<file path="src/rtl/ctrl_pkg.sv">
// Shared encodings for the ID-stage control sequencer: modes, opcodes,
// ALU commands, FSM states and default sizing.
`timescale 1ns/1ps
package ctrl_pkg;

    localparam int DEF_NUM_REGS   = 16;
    localparam int DEF_EXE_CMD_W  = 4;
    localparam int DEF_WORD_BYTES = 4;

    localparam logic [1:0] MODE_DP    = 2'b00;
    localparam logic [1:0] MODE_MEM   = 2'b01;
    localparam logic [1:0] MODE_BR    = 2'b10;
    localparam logic [1:0] MODE_BLOCK = 2'b11;

    localparam logic [3:0] OP_MOV = 4'b1101;
    localparam logic [3:0] OP_MVN = 4'b1111;
    localparam logic [3:0] OP_ADD = 4'b0100;
    localparam logic [3:0] OP_ADC = 4'b0101;
    localparam logic [3:0] OP_SUB = 4'b0010;
    localparam logic [3:0] OP_SBC = 4'b0110;
    localparam logic [3:0] OP_AND = 4'b0000;
    localparam logic [3:0] OP_ORR = 4'b1100;
    localparam logic [3:0] OP_EOR = 4'b0001;
    localparam logic [3:0] OP_CMP = 4'b1010;
    localparam logic [3:0] OP_TST = 4'b1000;

    localparam logic [3:0] EXE_NOP = 4'b0000;
    localparam logic [3:0] EXE_MOV = 4'b0001;
    localparam logic [3:0] EXE_ADD = 4'b0010;
    localparam logic [3:0] EXE_ADC = 4'b0011;
    localparam logic [3:0] EXE_SUB = 4'b0100;
    localparam logic [3:0] EXE_SBC = 4'b0101;
    localparam logic [3:0] EXE_AND = 4'b0110;
    localparam logic [3:0] EXE_ORR = 4'b0111;
    localparam logic [3:0] EXE_EOR = 4'b1000;
    localparam logic [3:0] EXE_MVN = 4'b1001;

    typedef enum logic [1:0] {
        ST_IDLE,
        ST_ISSUE,
        ST_BLOCK
    } state_e;

endpackage

</file>
<file path="src/rtl/control_decode.sv">
// Combinational single-op decode of {mode, op_code, s_in} into EXE/MEM/WB
// control. Block transfers decode like a single load/store.
`timescale 1ns/1ps
module control_decode
    import ctrl_pkg::*;
(
    input  logic [1:0] mode_i,
    input  logic [3:0] op_code_i,
    input  logic       s_in_i,
    output logic [3:0] exe_cmd_o,
    output logic       s_o,
    output logic       b_o,
    output logic       mem_w_en_o,
    output logic       mem_r_en_o,
    output logic       wb_en_o,
    output logic       illegal_o
);

    always_comb begin
        exe_cmd_o  = EXE_NOP;
        s_o        = 1'b0;
        b_o        = 1'b0;
        mem_w_en_o = 1'b0;
        mem_r_en_o = 1'b0;
        wb_en_o    = 1'b0;
        illegal_o  = 1'b0;
        case (mode_i)
            MODE_DP: begin
                s_o     = s_in_i;
                wb_en_o = 1'b1;
                case (op_code_i)
                    OP_MOV:  exe_cmd_o = EXE_MOV;
                    OP_MVN:  exe_cmd_o = EXE_MVN;
                    OP_ADD:  exe_cmd_o = EXE_ADD;
                    OP_ADC:  exe_cmd_o = EXE_ADC;
                    OP_SUB:  exe_cmd_o = EXE_SUB;
                    OP_SBC:  exe_cmd_o = EXE_SBC;
                    OP_AND:  exe_cmd_o = EXE_AND;
                    OP_ORR:  exe_cmd_o = EXE_ORR;
                    OP_EOR:  exe_cmd_o = EXE_EOR;
                    OP_CMP: begin
                        exe_cmd_o = EXE_SUB;
                        wb_en_o   = 1'b0;
                    end
                    OP_TST: begin
                        exe_cmd_o = EXE_AND;
                        wb_en_o   = 1'b0;
                    end
                    default: begin
                        wb_en_o   = 1'b0;
                        illegal_o = 1'b1;
                    end
                endcase
            end
            MODE_MEM, MODE_BLOCK: begin
                s_o        = s_in_i;
                exe_cmd_o  = EXE_ADD;
                mem_w_en_o = !s_in_i;
                mem_r_en_o = s_in_i;
                wb_en_o    = s_in_i;
            end
            MODE_BR: b_o = 1'b1;
            default: exe_cmd_o = EXE_NOP;
        endcase
    end

endmodule

</file>
<file path="src/rtl/control_sequencer.sv">
// Registered, handshaked ID-stage control unit; expands LDM/STM register
// lists into one micro-op per set bit while holding off the front end.
`timescale 1ns/1ps
module control_sequencer
    import ctrl_pkg::*;
#(
    parameter int NUM_REGS   = DEF_NUM_REGS,
    parameter int EXE_CMD_W  = DEF_EXE_CMD_W,
    parameter int WORD_BYTES = DEF_WORD_BYTES,
    localparam int REG_W     = $clog2(NUM_REGS),
    localparam int OFF_W     = REG_W + $clog2(WORD_BYTES)
) (
    input  logic                 clk_i,
    input  logic                 rst_i,
    input  logic                 in_valid_i,
    output logic                 in_ready_o,
    input  logic [3:0]           op_code_i,
    input  logic [1:0]           mode_i,
    input  logic                 s_in_i,
    input  logic [NUM_REGS-1:0]  reg_list_i,
    input  logic                 flush_i,
    input  logic                 out_ready_i,
    output logic                 out_valid_o,
    output logic                 s_o,
    output logic                 b_o,
    output logic                 mem_w_en_o,
    output logic                 mem_r_en_o,
    output logic                 wb_en_o,
    output logic [EXE_CMD_W-1:0] exe_cmd_o,
    output logic [REG_W-1:0]     uop_reg_o,
    output logic [OFF_W-1:0]     uop_offset_o,
    output logic                 uop_last_o,
    output logic                 illegal_o
);

    state_e               state_q;
    logic [NUM_REGS-1:0]  rem_q;
    logic [REG_W-1:0]     k_q;
    logic                 out_valid_q, s_q, b_q, mem_w_q, mem_r_q, wb_q, last_q, ill_q;
    logic [EXE_CMD_W-1:0] exe_q;
    logic [REG_W-1:0]     reg_q;
    logic [OFF_W-1:0]     off_q;

    logic [3:0]           dec_exe;
    logic                 dec_s, dec_b, dec_mw, dec_mr, dec_wb, dec_ill;
    logic                 accept, retire, is_block, list_empty;
    logic [NUM_REGS-1:0]  scan_list, rem_d;
    logic [REG_W-1:0]     next_reg_d, next_k_d;

    control_decode u_decode (
        .mode_i     (mode_i),
        .op_code_i  (op_code_i),
        .s_in_i     (s_in_i),
        .exe_cmd_o  (dec_exe),
        .s_o        (dec_s),
        .b_o        (dec_b),
        .mem_w_en_o (dec_mw),
        .mem_r_en_o (dec_mr),
        .wb_en_o    (dec_wb),
        .illegal_o  (dec_ill)
    );

    assign in_ready_o = (state_q == ST_IDLE || (state_q == ST_ISSUE && out_ready_i)) && !flush_i;
    assign accept     = in_valid_i && in_ready_o;
    assign retire     = out_valid_q && out_ready_i;
    assign is_block   = (mode_i == MODE_BLOCK);

    // Accepts never happen in BLOCK, so one encoder serves both the incoming
    // list and the captured remainder.
    assign scan_list  = (state_q == ST_BLOCK) ? rem_q : reg_list_i;
    assign list_empty = (scan_list == '0);
    assign rem_d      = scan_list & (scan_list - 1'b1);
    assign next_k_d   = k_q + 1'b1;

    always_comb begin
        next_reg_d = '0;
        for (int i = NUM_REGS - 1; i >= 0; i--) begin
            if (scan_list[i]) next_reg_d = REG_W'(i);
        end
    end

    always_ff @(posedge clk_i) begin
        if (rst_i) begin
            state_q     <= ST_IDLE;
            rem_q       <= '0;
            k_q         <= '0;
            out_valid_q <= 1'b0;
            s_q         <= 1'b0;
            b_q         <= 1'b0;
            mem_w_q     <= 1'b0;
            mem_r_q     <= 1'b0;
            wb_q        <= 1'b0;
            exe_q       <= '0;
            reg_q       <= '0;
            off_q       <= '0;
            last_q      <= 1'b0;
            ill_q       <= 1'b0;
        end else if (flush_i) begin
            state_q     <= ST_IDLE;
            rem_q       <= '0;
            k_q         <= '0;
            out_valid_q <= 1'b0;
        end else if (accept) begin
            out_valid_q <= 1'b1;
            s_q         <= dec_s;
            b_q         <= dec_b;
            exe_q       <= EXE_CMD_W'(dec_exe);
            ill_q       <= dec_ill;
            k_q         <= '0;
            off_q       <= '0;
            // An empty list still issues one op so the instruction retires, but it does nothing.
            mem_w_q     <= dec_mw && !(is_block && list_empty);
            mem_r_q     <= dec_mr && !(is_block && list_empty);
            wb_q        <= dec_wb && !(is_block && list_empty);
            reg_q       <= is_block ? next_reg_d : '0;
            rem_q       <= is_block ? rem_d : '0;
            last_q      <= !is_block || (rem_d == '0);
            state_q     <= (is_block && rem_d != '0) ? ST_BLOCK : ST_ISSUE;
        end else if (state_q == ST_BLOCK) begin
            if (retire) begin
                reg_q   <= next_reg_d;
                k_q     <= next_k_d;
                off_q   <= OFF_W'(next_k_d * WORD_BYTES);
                rem_q   <= rem_d;
                last_q  <= (rem_d == '0);
                if (rem_d == '0) state_q <= ST_ISSUE;
            end
        end else if (retire) begin
            state_q     <= ST_IDLE;
            out_valid_q <= 1'b0;
        end
    end

    assign out_valid_o  = out_valid_q;
    assign s_o          = s_q;
    assign b_o          = b_q;
    assign mem_w_en_o   = mem_w_q;
    assign mem_r_en_o   = mem_r_q;
    assign wb_en_o      = wb_q;
    assign exe_cmd_o    = exe_q;
    assign uop_reg_o    = reg_q;
    assign uop_offset_o = off_q;
    assign uop_last_o   = last_q;
    assign illegal_o    = ill_q;

endmodule
</file>
<file path="config.mk">
export PLATFORM = sky130hd
export DESIGN_NAME = control_sequencer
export DESIGN_NICKNAME = d
export VERILOG_FILES = /design/src/rtl/ctrl_pkg.sv /design/src/rtl/control_decode.sv /design/src/rtl/control_sequencer.sv
export SDC_FILE = /design/constraint.sdc
export NUM_CORES = 1
export LEC_CHECK = 0
export BUFFER_PORTS_ARGS = -buffer_cell sky130_fd_sc_hd__buf_2
export CAP_MARGIN = 20
export CORE_UTILIZATION = 49
export CTS_BUF_LIST = sky130_fd_sc_hd__clkbuf_8 sky130_fd_sc_hd__clkbuf_16
export CTS_CLUSTER_DIAMETER = 60
export DETAILED_ROUTE_END_ITERATION = 12
export PLACE_DENSITY = 0.78
export SLEW_MARGIN = 0
export SYNTH_ARGS = -nofsm -noshare
export SYNTH_HDL_FRONTEND = slang
export SYNTH_SLANG_ARGS = --single-unit
</file>
<file path="constraint.sdc">
create_clock -name clk_i -period 2.3 [get_ports clk_i]
set_clock_uncertainty 0.2 [all_clocks]
set_input_delay 0.46 -clock clk_i [delete_from_list [all_inputs] [get_ports clk_i]]
set_output_delay 0.46 -clock clk_i [all_outputs]
set_load 0.05 [all_outputs]
</file>
==> flow_metrics.py, run 1 <==
metrics = {
    "synth": {
        "ys_ff_latch": 41,
        "ys.flop_type": "dfxtp_1",
        "ys_seq_area_share_pct": 34.6,
        "yosysWarnings": 0,
        "synth_common_cells": "53 x nor2_1, 41 x dfxtp_1, 33 x a21oi_1",
        "synth.avg_cell_area_um2": 7.74,
        "synthTopCellsByArea": "dfxtp_1 35%, nor2_1 8.4%, a21oi_1 7.0%, mux2i_1 6.3%, nand2_1 3.2%",
        "synth_most_common_cell": "nor2_1",
        "synth_edf_count": 0,
        "yosys.area.top_type_share_pct": 34.6,
        "async_flop_share_pct": 0,
        "synth.distinct_cells": 57,
        "netlist_area_mm2": 0.00237,
        "synth_top_area_cell": "dfxtp_1",
        "synth_cells": 307,
    },
    "clock_network": {
        "clk_root_buffer_cell": "clkbuf_8",
        "cts-hold-fix-buffers": 0,
        "htreeDepth": 2,
        "tritoncts": "yes",
        "clk_latency_ns": 0.30,
        "clock-sinks": 41,
        "clkTransAtPathRegs_ns": 0.08,
        "cts_buffers": 5,
        "cts_buffer_depth": 2,
    },
    "power": {
        "power_leakage_nw": 1.37,
        "p_switching_w": 0.000479,
        "seqPwrFrac_pct": 47.2,
        "ir_worst_vdd_uv": 368,
        "p_int_w": 0.00106,
        "p_per_area_mw_per_mm2": 479,
        "p_sw_share_pct": 31.2,
        "combPwrFrac_pct": 21.6,
        "p_clk_share_pct": 31.2,
    },
    "global_route": {
        "use_met3_pct": 3.80,
        "grt_max_degree": 19,
        "busiest_layer": "met2",
        "grt_usage_pct": 28.4,
        "met1_usage_pct": 36.1,
        "antenna_found_initial": 0,
        "grtUsageMet2_pct": 49.6,
        "grt_pass1_vias": 2567,
        "grt_overflow": 0,
        "grt_pass1_wl_mm": 11.6,
    },
    "flow_run": {
        "drv_cap": 0,
    },
    "detailed_routing": {
        "routed_via_density": 6.00,
        "routedWlPerCell_um": 15.8,
        "vias": 2678,
        "first_iter_violations": 196,
        "dr.pass1.iters": 4,
        "postRouteAntennaNets": 0,
        "drt-total-wl_mm": 7.03,
        "drc_errors": 0,
    },
    "finish": {
        "diodes": 0,
        "area_growth_pct": 35.1,
        "fillers": 357,
        "utilization_pct": 71.3,
        "nets": 422,
        "finalNonFillerCells": 446,
        "layout-drive-gt1-share_pct": 35.5,
        "final_area_mm2": 0.00321,
    },
    "place": {
        "io_buffers": 48,
        "gp_congestion": 0.872,
        "post-dp-hpwl_mm": 4.94,
        "dp.cells": 434,
        "placed_area_mm2": 0.00294,
    },
    "worst_setup_path": {
        "critical_path_class": "reg2reg",
        "crit_fanout": 4,
        "crit_path_start_kind": "register",
        "cp.arrival_ns": 2.35,
        "r2r_slack_ns": -0.04,
        "end_kind": "register",
        "required_ns": 2.31,
    },
    "sta": {
        "fmax_ghz": 0.427,
        "fin_setup_tns_ns": -0.0427,
        "period_needed_ns": 2.34,
        "rsz0062_at_grt": "yes",
        "max_slew_margin_pct": 66.2,
        "tightest_slew_ns": 0.493,
        "post-route-period-util_pct": 102,
        "hold-worst-slack_ns": 0.261,
        "drv_slew": 0,
        "hold_viol": 0,
        "setup_violations": 1,
        "setup_ws_ns": -0.0427,
    },
    "run_status": {
        "failed_checks": "setup timing",
        "status": "finished, violations left",
    },
    "floorplan": {
        "start_util_pct": 52.7,
        "ios": 51,
        "dieArea_mm2": 0.00513,
        "core_area_mm2": 0.00450,
        "die_x_um": 71.6,
        "die_h_um": 71.6,
        "row_count": 24,
    },
    "hold_path": {
        "hp-class": "reg2reg",
    },
}
==> repair_timing <==
item	4_1_cts	5_1_grt
setup endpoints to repair	6	14
pin swaps	5	8
gates resized for setup	9	27
buffers inserted	3	1
==> cells by family after synthesis <==
group | after synthesis | synth area share (%)
AO/OA/AOI/OAI | 91 | 25.1
XOR/XNOR | 3 | 1.11
adder cells (fa/ha/maj) | 1 | 0.527
buffers and inverters | 28 | 5.58
flip-flops | 41 | 34.6
multiplexers | 17 | 7.48
other | 1 | 0.158
AND/OR/NAND/NOR | 125 | 25.4
==> worst max-delay path, cell delays in order (launching register included) <==
cell and delay, ns:
dfxtp_2 0.32, nand2b_4 0.14, buf_6 0.13, buf_6 0.12, mux2i_2 0.18, o31ai_2 0.28, a211oi_2 0.12, nor4_4 0.33
nand4_1 0.19, o31ai_1 0.23
==> flip-flops by register name, summed over array words and instances, names as in the netlist <==
register      cells
k_q               4
uop_offset_o      4
b_o               1
uop_last_o        1
uop_reg_o         4
wb_en_o           1
exe_cmd_o         4
mem_r_en_o        1
illegal_o         1
rem_q            15
mem_w_en_o        1
state_q           2
out_valid_o       1
s_o               1
==> per-layer routing <==
layer  wire length (um)  up-vias
met1               3090     1288
met5                  0        -
met2               3490       90
met3                340       17
li1                   -     1283
met4                113        0
==> metrics by stage <==
stage | setup WS (ns) | power (W)
2_1_floorplan | -0.000761 | 0.000922
3_3_place_gp | -0.0644 | 0.00104
3_5_place_dp | -0.0946 | 0.00104
4_1_cts | -0.0593 | 0.00151
5_1_grt | -0.111 | 0.00160
6_report | -0.0427 | 0.00154
==> path summary, 6_finish.rpt <==
kind              depth (start not counted)         start      endpoint
setup reg to reg                          9    state_q[0]    state_q[0]
setup / recovery                          9    state_q[0]    state_q[0]
hold reg to reg                           2  uop_reg_o[1]  uop_reg_o[1]
hold / removal                            2  uop_reg_o[1]  uop_reg_o[1]
==> cell type report <==
class                   count  area, um2  share of cell area [%]
multi-input cells         239       1580                    49.2
flip-flops and latches     41        826                    25.7
repair buffers             96        616                    19.2
clock buffers               5       68.8                    2.14
well taps                  52       65.1                    2.03
inverters                  10       37.5                    1.17
clock inverters             3       18.8                   0.585
==> power groups by stage <==
| stage | Clock (W) | Combinational, W | Sequential, W |
|---|---|---|---|
| 2_1_floorplan | 0 | 0.000155 | 0.000767 |
| 3_3_place_gp | 0 | 0.000293 | 0.000742 |
| 3_5_place_dp | 0 | 0.000296 | 0.000742 |
| 4_1_cts | 0.000485 | 0.000304 | 0.000726 |
| 5_1_grt | 0.000516 | 0.000356 | 0.000727 |
| 6_report | 0.000479 | 0.000332 | 0.000726 |
==> layout by cell type (no fill, tap or decap), types with 2 or more instances in the layout <==
cell	instances
a22oi_1	7
nor2b_1	2
nor3_1	13
buf_4	44
mux2i_4	3
a31oi_1	2
o21ai_0	15
a32oi_1	2
clkbuf_8	5
mux2i_2	5
nand2b_1	2
nand3b_1	3
nand2_1	20
nor4_4	2
and3_1	4
a2111oi_0	2
a21oi_2	6
buf_2	48
a211oi_1	3
nand4_1	4
clkinvlp_4	2
nor2_1	52
a21oi_1	28
o211ai_1	2
buf_6	4
mux2i_1	9
inv_1	11
or2_2	2
a211oi_2	2
dfxtp_1	39
nor3_2	3
conb_1	2
and2_1	2
nand3_1	10
xnor2_1	2
Note: power is estimated with default switching activity, not from simulation.
==> run 2, diff against run 1 <==
Settings changed: CORE_ASPECT_RATIO set to 0.6.
==> flow_metrics.py, run 2 (synthesis gave the netlist of run 1 again) <==
metrics = {
    "finish": {
        "nets": 421,
        "largest_reg_flops": 15,
        "layout-drive-gt1-share_pct": 36.4,
        "diodes": 0,
        "seqCellArea_um2": 823,
        "multi_input_area_mm2": 0.00162,
        "final_cell_mix": "52 x nor2_1, 48 x buf_2, 41 x buf_4",
        "area_growth_pct": 37.7,
        "top_register": "rem_q",
        "fillers": 388,
        "final_common_cell": "nor2_1",
    },
    "worst_setup_path": {
        "crit_fanout": 6,
        "cp.arrival_ns": 2.36,
        "critPathSlowestCell": "nor4_4",
        "path_cells": "nand2b_4 > buf_8 > mux2i_4 > nor4_4 > buf_4 > a21oi_2 > o2bb2ai_2 > nand4_1 > o31ai_2",
        "end_kind": "register",
        "crit_path_start_kind": "register",
        "required_ns": 2.29,
        "slowest_delay_ns": 0.41,
        "critical_path_class": "reg2reg",
        "r2r_slack_ns": -0.06,
        "crit_buf_inv": 2,
        "cp_top_family": "simple AND/OR/NAND/NOR gates",
    },
    "sta": {
        "period_needed_ns": 2.36,
        "setup_violations": 2,
        "drv_slew": 0,
        "setup_ws_ns": -0.0624,
        "post-route-period-util_pct": 103,
        "fmax_ghz": 0.423,
        "hold-worst-slack_ns": 0.254,
        "hold_viol": 0,
        "rsz0062_at_grt": "yes",
    },
    "clock_network": {
        "clkTransAtPathRegs_ns": 0.08,
        "clk_root_buffer_cell": "clkbuf_8",
        "cts_buffers": 5,
        "htreeDepth": 2,
        "tritoncts": "yes",
        "clk_latency_ns": 0.30,
        "cts_buffer_depth": 2,
        "clock-sinks": 41,
    },
    "place": {
        "gp_congestion": 0.914,
        "io_buffers": 48,
        "pre_cts_slack_ns": -0.138,
        "post-dp-hpwl_mm": 5.14,
    },
    "detailed_routing": {
        "first_iter_violations": 222,
        "routedWlPerCell_um": 16.2,
        "dr.pass1.iters": 5,
        "drc_errors": 0,
        "postRouteAntennaNets": 0,
        "drt-total-wl_mm": 7.38,
        "vias": 2650,
        "routed_via_density": 5.81,
    },
    "floorplan": {
        "core_area_mm2": 0.00461,
        "dieArea_mm2": 0.00514,
        "row_count": 19,
        "start_util_pct": 51.5,
        "ios": 51,
        "die_x_um": 91.9,
        "die_h_um": 55.9,
    },
    "power": {
        "finalPower_w": 0.00155,
        "ir_worst_vdd_uv": 422,
        "power_leakage_nw": 1.40,
        "p_per_area_mw_per_mm2": 475,
    },
    "global_route": {
        "grt_overflow": 0,
        "grt_pass1_vias": 2452,
        "use_met3_pct": 5.74,
        "grt_usage_pct": 29.3,
        "grtUsageMet2_pct": 44.1,
        "met1_usage_pct": 43.8,
        "grt_pass1_wl_mm": 11.8,
        "busiest_layer": "met2",
        "grt_max_degree": 19,
        "antenna_found_initial": 0,
    },
    "run_status": {
        "status": "finished, violations left",
        "failed_checks": "setup timing",
    },
    "flow_run": {
        "drv_cap": 0,
    },
    "hold_path": {
        "hp-class": "reg2reg",
    },
}
-- run 2: cell count changes in the layout (fill, tap and decap cells not counted), moves of 2 or more --
cell / before / now
mux2i_1: 9 / 12
a21oi_2: 6 / 3
clkinv_2: 0 / 2
a21oi_1: 28 / 30
and3_4: 0 / 2
buf_4: 44 / 41
mux2i_2: 5 / 3
and3_1: 4 / 2
-- run 2: path summary, 6_finish.rpt --
path,startpoint,endpoint,depth (start not counted)
worst min-delay path,exe_cmd_o[0],exe_cmd_o[0],2
worst min register to register,exe_cmd_o[0],exe_cmd_o[0],2
worst max-delay path,state_q[0],state_q[0],9
worst max register to register,state_q[0],state_q[0],9
-- run 2: final cells by class --
type                            instances  share of cell area, %
Clock buffer                            5                   2.10
Clock inverter                          3                  0.536
Inverter                               10                   1.15
Multi-Input combinational cell        239                   49.7
Sequential cell                        41                   25.2
Tap cell                               63                   2.41
Timing Repair Buffer                   95                   18.9
-- run 2: routing by layer --
layer,part of all wire [%],vias to the layer above
met5,0,-
met4,0.83,0
met3,8.7,9
met2,43,123
met1,48,1233
li1,-,1285
-- run 2: timing repair --
action                                  CTS  global route
gates resized for setup                  21            22
endpoints found under the setup margin   10            13
pin swaps                                10            11
hold buffers                              0             0
buffers inserted                          5             2
cloned                                    0             0
-- run 2: report_power, final --
| group | switching (W) | internal (W) | leakage (nW) | total, W |
|---|---|---|---|---|
| registers | 0.00000654 | 0.000719 | 0.332 | 0.000726 |
| logic | 0.000213 | 0.000132 | 1.02 | 0.000345 |
| clock network | 0.000273 | 0.000210 | 0.0439 | 0.000483 |
| total | 0.000492 | 0.00106 | 1.40 | 0.00155 |
-- run 2: tightest hold or removal path: stages (launching register included) --
cell and delay, ns:
dfxtp_1 0.31, nand2_1 0.05, a21oi_1 0.05
-- run 2: stage by stage --
step,utilization [%],TNS [ns],area [um2],cells
6_report,70.9,-0.114,3270,456
3_5_place_dp,63.3,-0.416,2920,441
5_1_grt,70.9,-0.520,3270,456
3_3_place_gp,63.3,-0.198,2920,441
2_1_floorplan,-,-0.000761,2400,308
4_1_cts,68.0,-0.0744,3140,454
